$ cat src/rtl/serial_frame_rx_pkg.sv
`default_nettype none
// +----------------------------------------------------------------------------+
// | Module      : serial_frame_rx_pkg                                          |
// | Description : Shared frame levels, receiver state encodings, vote helper.  |
// | Revision    : 1.0 - initial release                                        |
// +----------------------------------------------------------------------------+
package serial_frame_rx_pkg;

    localparam int       c_DATA_BITS = 8;
    localparam logic     c_START_LVL = 1'b0;
    localparam logic     c_STOP_LVL  = 1'b1;
    localparam logic     c_IDLE_LVL  = 1'b1;

    localparam logic [2:0] c_ST_IDLE  = 3'd0;
    localparam logic [2:0] c_ST_START = 3'd1;
    localparam logic [2:0] c_ST_DATA  = 3'd2;
    localparam logic [2:0] c_ST_STOP  = 3'd3;
    localparam logic [2:0] c_ST_BREAK = 3'd4;

    function automatic logic maj3(input logic a, input logic b, input logic c);
        return (a & b) | (a & c) | (b & c);
    endfunction

endpackage
`default_nettype wire

$ cat src/rtl/serial_frame_rx_sync_2ff.sv
`default_nettype none
// +----------------------------------------------------------------------------+
// | Module      : sync_2ff                                                     |
// | Description : Two-flop synchronizer with parameterized reset value.        |
// | Revision    : 1.0 - initial release                                        |
// +----------------------------------------------------------------------------+
module sync_2ff #(
    parameter logic RESET_VAL = 1'b1
) (
    input  logic clk,
    input  logic rst,
    input  logic i_d,
    output logic o_q
);

    logic r_meta;
    logic r_sync;

    always_ff @(posedge clk) begin
        if (rst) begin
            r_meta <= RESET_VAL;
            r_sync <= RESET_VAL;
        end else begin
            r_meta <= i_d;
            r_sync <= r_meta;
        end
    end

    assign o_q = r_sync;

endmodule
`default_nettype wire

$ cat src/rtl/serial_frame_rx.sv
`default_nettype none
// +----------------------------------------------------------------------------+
// | Module      : serial_frame_rx                                              |
// | Description : Oversampled, majority-voted serial byte receiver with        |
// |               valid/ready output, framing-error and overrun flags.         |
// | Revision    : 1.0 - initial release                                        |
// +----------------------------------------------------------------------------+
module serial_frame_rx
    import serial_frame_rx_pkg::*;
#(
    parameter int OVERSAMPLE = 8,
    parameter int DATA_BITS  = c_DATA_BITS
) (
    input  logic                 clk,
    input  logic                 reset,
    input  logic                 sr_clk,
    input  logic                 enable,
    input  logic                 serial_in,
    output logic [DATA_BITS-1:0] data_out,
    output logic                 data_valid,
    input  logic                 data_ready,
    output logic                 frame_err,
    output logic                 overrun,
    output logic                 busy
);

    localparam int c_SW = $clog2(OVERSAMPLE);
    localparam int c_BW = (DATA_BITS > 1) ? $clog2(DATA_BITS) : 1;

    localparam logic [c_SW-1:0] c_S_ONE  = c_SW'(1);
    localparam logic [c_SW-1:0] c_S_LO   = c_SW'(OVERSAMPLE/2 - 1);
    localparam logic [c_SW-1:0] c_S_MID  = c_SW'(OVERSAMPLE/2);
    localparam logic [c_SW-1:0] c_S_HI   = c_SW'(OVERSAMPLE/2 + 1);
    localparam logic [c_SW-1:0] c_S_LAST = c_SW'(OVERSAMPLE - 1);
    localparam logic [c_BW-1:0] c_B_LAST = c_BW'(DATA_BITS - 1);

    logic                 w_line;
    logic                 w_vote;
    logic [2:0]           r_state;
    logic [c_SW-1:0]      r_s;
    logic [c_BW-1:0]      r_b;
    logic                 r_v0;
    logic                 r_v1;
    logic [DATA_BITS-1:0] r_shift;
    logic [DATA_BITS-1:0] r_data_out;
    logic                 r_data_valid;
    logic                 r_frame_err;
    logic                 r_overrun;

    sync_2ff #(
        .RESET_VAL (c_IDLE_LVL)
    ) u_sync (
        .clk (clk),
        .rst (reset),
        .i_d (serial_in),
        .o_q (w_line)
    );

    // The third sample is the live line, so the vote resolves on the s=OS/2+1 strobe.
    assign w_vote = maj3(r_v0, r_v1, w_line);

    always_ff @(posedge clk) begin
        if (reset) begin
            r_state      <= c_ST_IDLE;
            r_s          <= '0;
            r_b          <= '0;
            r_v0         <= 1'b1;
            r_v1         <= 1'b1;
            r_shift      <= '0;
            r_data_out   <= '0;
            r_data_valid <= 1'b0;
            r_frame_err  <= 1'b0;
            r_overrun    <= 1'b0;
        end else begin
            r_frame_err <= 1'b0;
            if (r_data_valid && data_ready) begin
                r_data_valid <= 1'b0;
            end

            if (!enable) begin
                r_state <= c_ST_IDLE;
                r_s     <= '0;
                r_b     <= '0;
            end else if (sr_clk) begin
                if (r_s == c_S_LO) begin
                    r_v0 <= w_line;
                end
                if (r_s == c_S_MID) begin
                    r_v1 <= w_line;
                end

                case (r_state)
                    c_ST_IDLE: begin
                        if (w_line == c_START_LVL) begin
                            r_state <= c_ST_START;
                            r_s     <= c_S_ONE;
                        end
                    end
                    c_ST_START: begin
                        if (r_s == c_S_HI && w_vote != c_START_LVL) begin
                            r_state <= c_ST_IDLE;
                            r_s     <= '0;
                        end else if (r_s == c_S_LAST) begin
                            r_state <= c_ST_DATA;
                            r_s     <= '0;
                            r_b     <= '0;
                        end else begin
                            r_s <= r_s + 1'b1;
                        end
                    end
                    c_ST_DATA: begin
                        if (r_s == c_S_HI) begin
                            r_shift <= {w_vote, r_shift[DATA_BITS-1:1]};
                        end
                        if (r_s == c_S_LAST) begin
                            r_s <= '0;
                            if (r_b == c_B_LAST) begin
                                r_state <= c_ST_STOP;
                            end else begin
                                r_b <= r_b + 1'b1;
                            end
                        end else begin
                            r_s <= r_s + 1'b1;
                        end
                    end
                    c_ST_STOP: begin
                        if (r_s == c_S_HI) begin
                            r_s <= '0;
                            if (w_vote == c_STOP_LVL) begin
                                r_state <= c_ST_IDLE;
                                if (!r_data_valid || data_ready) begin
                                    r_data_out   <= r_shift;
                                    r_data_valid <= 1'b1;
                                end else begin
                                    r_overrun <= 1'b1;
                                end
                            end else begin
                                r_state     <= c_ST_BREAK;
                                r_frame_err <= 1'b1;
                            end
                        end else begin
                            r_s <= r_s + 1'b1;
                        end
                    end
                    c_ST_BREAK: begin
                        if (w_line == c_IDLE_LVL) begin
                            r_state <= c_ST_IDLE;
                        end
                    end
                    default: begin
                        r_state <= c_ST_IDLE;
                        r_s     <= '0;
                    end
                endcase
            end
        end
    end

    assign data_out   = r_data_out;
    assign data_valid = r_data_valid;
    assign frame_err  = r_frame_err;
    assign overrun    = r_overrun;
    assign busy       = (r_state != c_ST_IDLE);

endmodule
`default_nettype wire
$ cat config.mk
export PLATFORM = sky130hd
export DESIGN_NAME = serial_frame_rx
export DESIGN_NICKNAME = d
export VERILOG_FILES = /design/src/rtl/serial_frame_rx_pkg.sv /design/src/rtl/serial_frame_rx_sync_2ff.sv /design/src/rtl/serial_frame_rx.sv
export SDC_FILE = /design/constraint.sdc
export NUM_CORES = 1
export LEC_CHECK = 0
export CORE_UTILIZATION = 45
export DETAILED_ROUTE_END_ITERATION = 6
export PLACE_DENSITY = 0.67
export SYNTH_ARGS = -nofsm -noshare
export SYNTH_HDL_FRONTEND = slang
export SYNTH_SLANG_ARGS = --single-unit
$ cat constraint.sdc
create_clock -name clk -period 2.39 [get_ports clk]
set_clock_uncertainty 0.15 [all_clocks]
set_input_delay 0.478 -clock clk [delete_from_list [all_inputs] [get_ports clk]]
set_output_delay 0.478 -clock clk [all_outputs]
set_load 0.02 [all_outputs]
==> flow_summary.toml <==
[setup_path]
critPathArrivalTime_ns = 2.31
crit_required_ns = 2.50
startpoint_type = "flip-flop"
path_cells = "ha_1, ha_2, or4b_1, a31o_1, a221oi_2, mux2i_1, a21oi_1"
cpPeakStageDelay_ns = 0.46
path_buf_inv = 0
crit_family = "compound AO/OA/AOI/OAI gates"
cp_slowest_cell = "or4b_1"
critPathKind = "flip-flop to flip-flop"
endpoint_kind = "flip-flop"
crit_path_max_fanout = 3

[drt]
met1_length_um = 1417
top_layer_used = "met4"
ant_nets = 0
first_pass_iters = 4
vias = 1154
wl_met2_um = 1320
wl_um = 2859
drt-wirelength-per-cell_um = 12.82
drt-vias-per-instance = 5.175
wl_met3_um = 102
drt_iter0_markers = 51
remaining_drc_errors = 0

[timing]
slew_headroom_pct = 55.56
finalCriticalPeriod_ns = 2.204
hold_violations = 0
rsz0062_at_grt = "no"
max_freq_mhz = 453.7
finalWorstSetupSlack_ns = 0.1860
maxSlewViolCount = 0
tns_ns = 0
worst_slew_pin_slew_ns = 0.6583
setup_viol = 0
fin_crit_sh_pct = 92.22

[global_routing]
gr-total-overflow = 0
grt_usage_pct = 17.75
antenna_found_initial = 0
grt_pass1_wl_um = 4740
grt_max_degree = 22
grt_pass1_vias = 1132

[final_layout]
layout.nets = 191
regArea_um2 = 640.6
instances_no_fill = 223
area_growth_pct = 19.40
stdcell_area_mm2 = 0.001748
layout-drive-gt1-share_pct = 10.06
fillCellCount = 293
antenna_cells = 0
multiInputGateArea_um2 = 768.2

[clock_tree]
clk_latency_ns = 0.33
clock_path_buffers = 2
htree_levels = 2
cts_tree = "built"
clkSinkCount = 32
root_buffer = "clkbuf_4"
clkTransAtPathRegs_ns = 0.09
post-cts-setup-buffer-count = 0
numCtsBuffers = 5

[power]
p_comb_share_pct = 3.7
power_w = 0.0008897
p_seq_share_pct = 60.4
ir_worst_vdd_uv = 316.7
powerDensity_mw_per_mm2 = 509.0
cellInternalPower_w = 0.0006948
switchingPower_w = 0.0001949
p_leak_nw = 0.7403
p_clk_share_pct = 35.9
sw_frac_of_total_pct = 21.91

[placement]
dp_hpwl_um = 2023
gp_congestion = 0.8105
placed_area_mm2 = 0.001684
dp_cells = 215
dp_slack_ns = 0.1537
portBuffers = 17

[yosys]
ys_types = 36
synth_nets = 170
synth_seq_cells = 32
synth_area_mm2 = 0.001464
netlist_instances = 157
async_reset_ff_share_pct = 0
synth_ff_type = "dfxtp_1"
avgSynthCellArea_um2 = 9.324
yosysSeqAreaShare_pct = 43.76
synth_edf_count = 0
yosys_warnings = 0

[floorplanning]
fp-row-count = 20
start_util_pct = 47.56
fp.dieW_um = 59.04
core_area_mm2 = 0.003078
dieArea_mm2 = 0.003485
top_level_ports = 18
die_h_um = 59.04

[hold_path]
hold_class = "flip-flop to flip-flop"

[outcome]
status = "complete, no violations"

[job]
drv_cap = 0
-- path summary, 6_finish.rpt --
check / startpoint / to / slack [ns] / cells past startpoint
hold reg to reg: u_sync.r_meta / u_sync.o_q / 0.28 / 1
setup reg to reg: r_s[0] / r_s[0] / 0.19 / 7
setup / recovery: r_s[0] / r_s[0] / 0.19 / 7
hold / removal: u_sync.r_meta / u_sync.o_q / 0.28 / 1
-- state kept, by name, summed over array words and instances (netlist names) --
name           cells
r_v1               1
r_v0               1
frame_err          1
r_state            3
r_shift            8
u_sync.o_q         1
data_valid         1
u_sync.r_meta      1
r_b                3
overrun            1
data_out           8
r_s                3
-- cells in the mapped netlist (2+ instances only) --
library cell	instances	share of area [%]
a21oi_1	6	2.1
a31oi_1	3	1.3
and2_1	3	1.3
and4_1	2	1.2
clkbuf_1	5	1.3
dfxtp_1	32	44
ha_1	7	6.0
inv_1	6	1.5
mux2i_1	19	13
nand2_1	10	2.6
nand2b_1	3	1.3
nand3_1	4	1.4
nor2_1	24	6.2
o211ai_1	3	1.5
o21ai_0	4	1.4
or2_2	3	1.3
or3_1	3	1.3
or4_1	2	1.0
-- cells in the final DEF (no fill, tap or decap), types with 2 or more instances in the layout --
cell type,count
a31oi_1,3
clkbuf_4,5
ha_1,6
mux2i_1,19
nand2_1,10
nand2b_1,3
or3_1,3
clkbuf_1,2
nor2_1,24
and2_1,3
o211ai_1,3
dfxtp_1,32
inv_1,6
buf_4,4
a21oi_1,6
and4_1,2
clkdlybuf4s50_1,16
or4_1,2
nand3_1,4
o21ai_0,4
or2_2,3
-- repair_timing --
item                                    4_1_cts  5_1_grt
endpoints found under the hold margin         0        0
gates resized for setup                       0        2
hold buffers                                  0        0
endpoints found under the setup margin        0        2
-- metrics by stage --
stage	util, %	hold slack (ns)
final	56.79	0.2751
after global routing	56.79	0.2994
after CTS	56.63	0.2733
after detailed placement	54.72	0.2509
after global placement	54.72	0.2445
after floorplan	-	0.2395
-- cell type report --
type                    instances  share of cell area (%)
clock buffers                   8                   3.364
inverters                       6                   1.288
multi-input cells             112                   43.95
flip-flops and latches         32                   36.65
well taps                      44                   3.150
repair buffers                 21                   11.60
-- logic make-up (layout without fill, tap and decap cells) --
kind of cell	after synthesis	in the layout	synth area share [%]
buf+inv	13	35	3.931
flops	32	32	43.76
fa+ha+maj	8	8	6.752
mux	20	20	13.76
simple gates	61	61	21.03
compound gates	23	23	10.77
-- routing by layer --
layer | track usage [%] | up-vias
met5 | 0 | -
met4 | 5.782 | 0
met3 | 4.803 | 3
met2 | 28.57 | 19
met1 | 23.09 | 543
li1 | - | 589
-- power by group through the flow --
stage,registers [W],logic [W],clock network (W)
global placement,0.000550,0.0000327,0
CTS,0.000537,0.0000331,0.000330
detailed placement,0.000550,0.0000329,0
global route,0.000538,0.0000361,0.000357
finish,0.000537,0.0000329,0.000320
floorplan,0.000548,0.0000166,0
No activity file was read; power rests on OpenSTA's default activity.
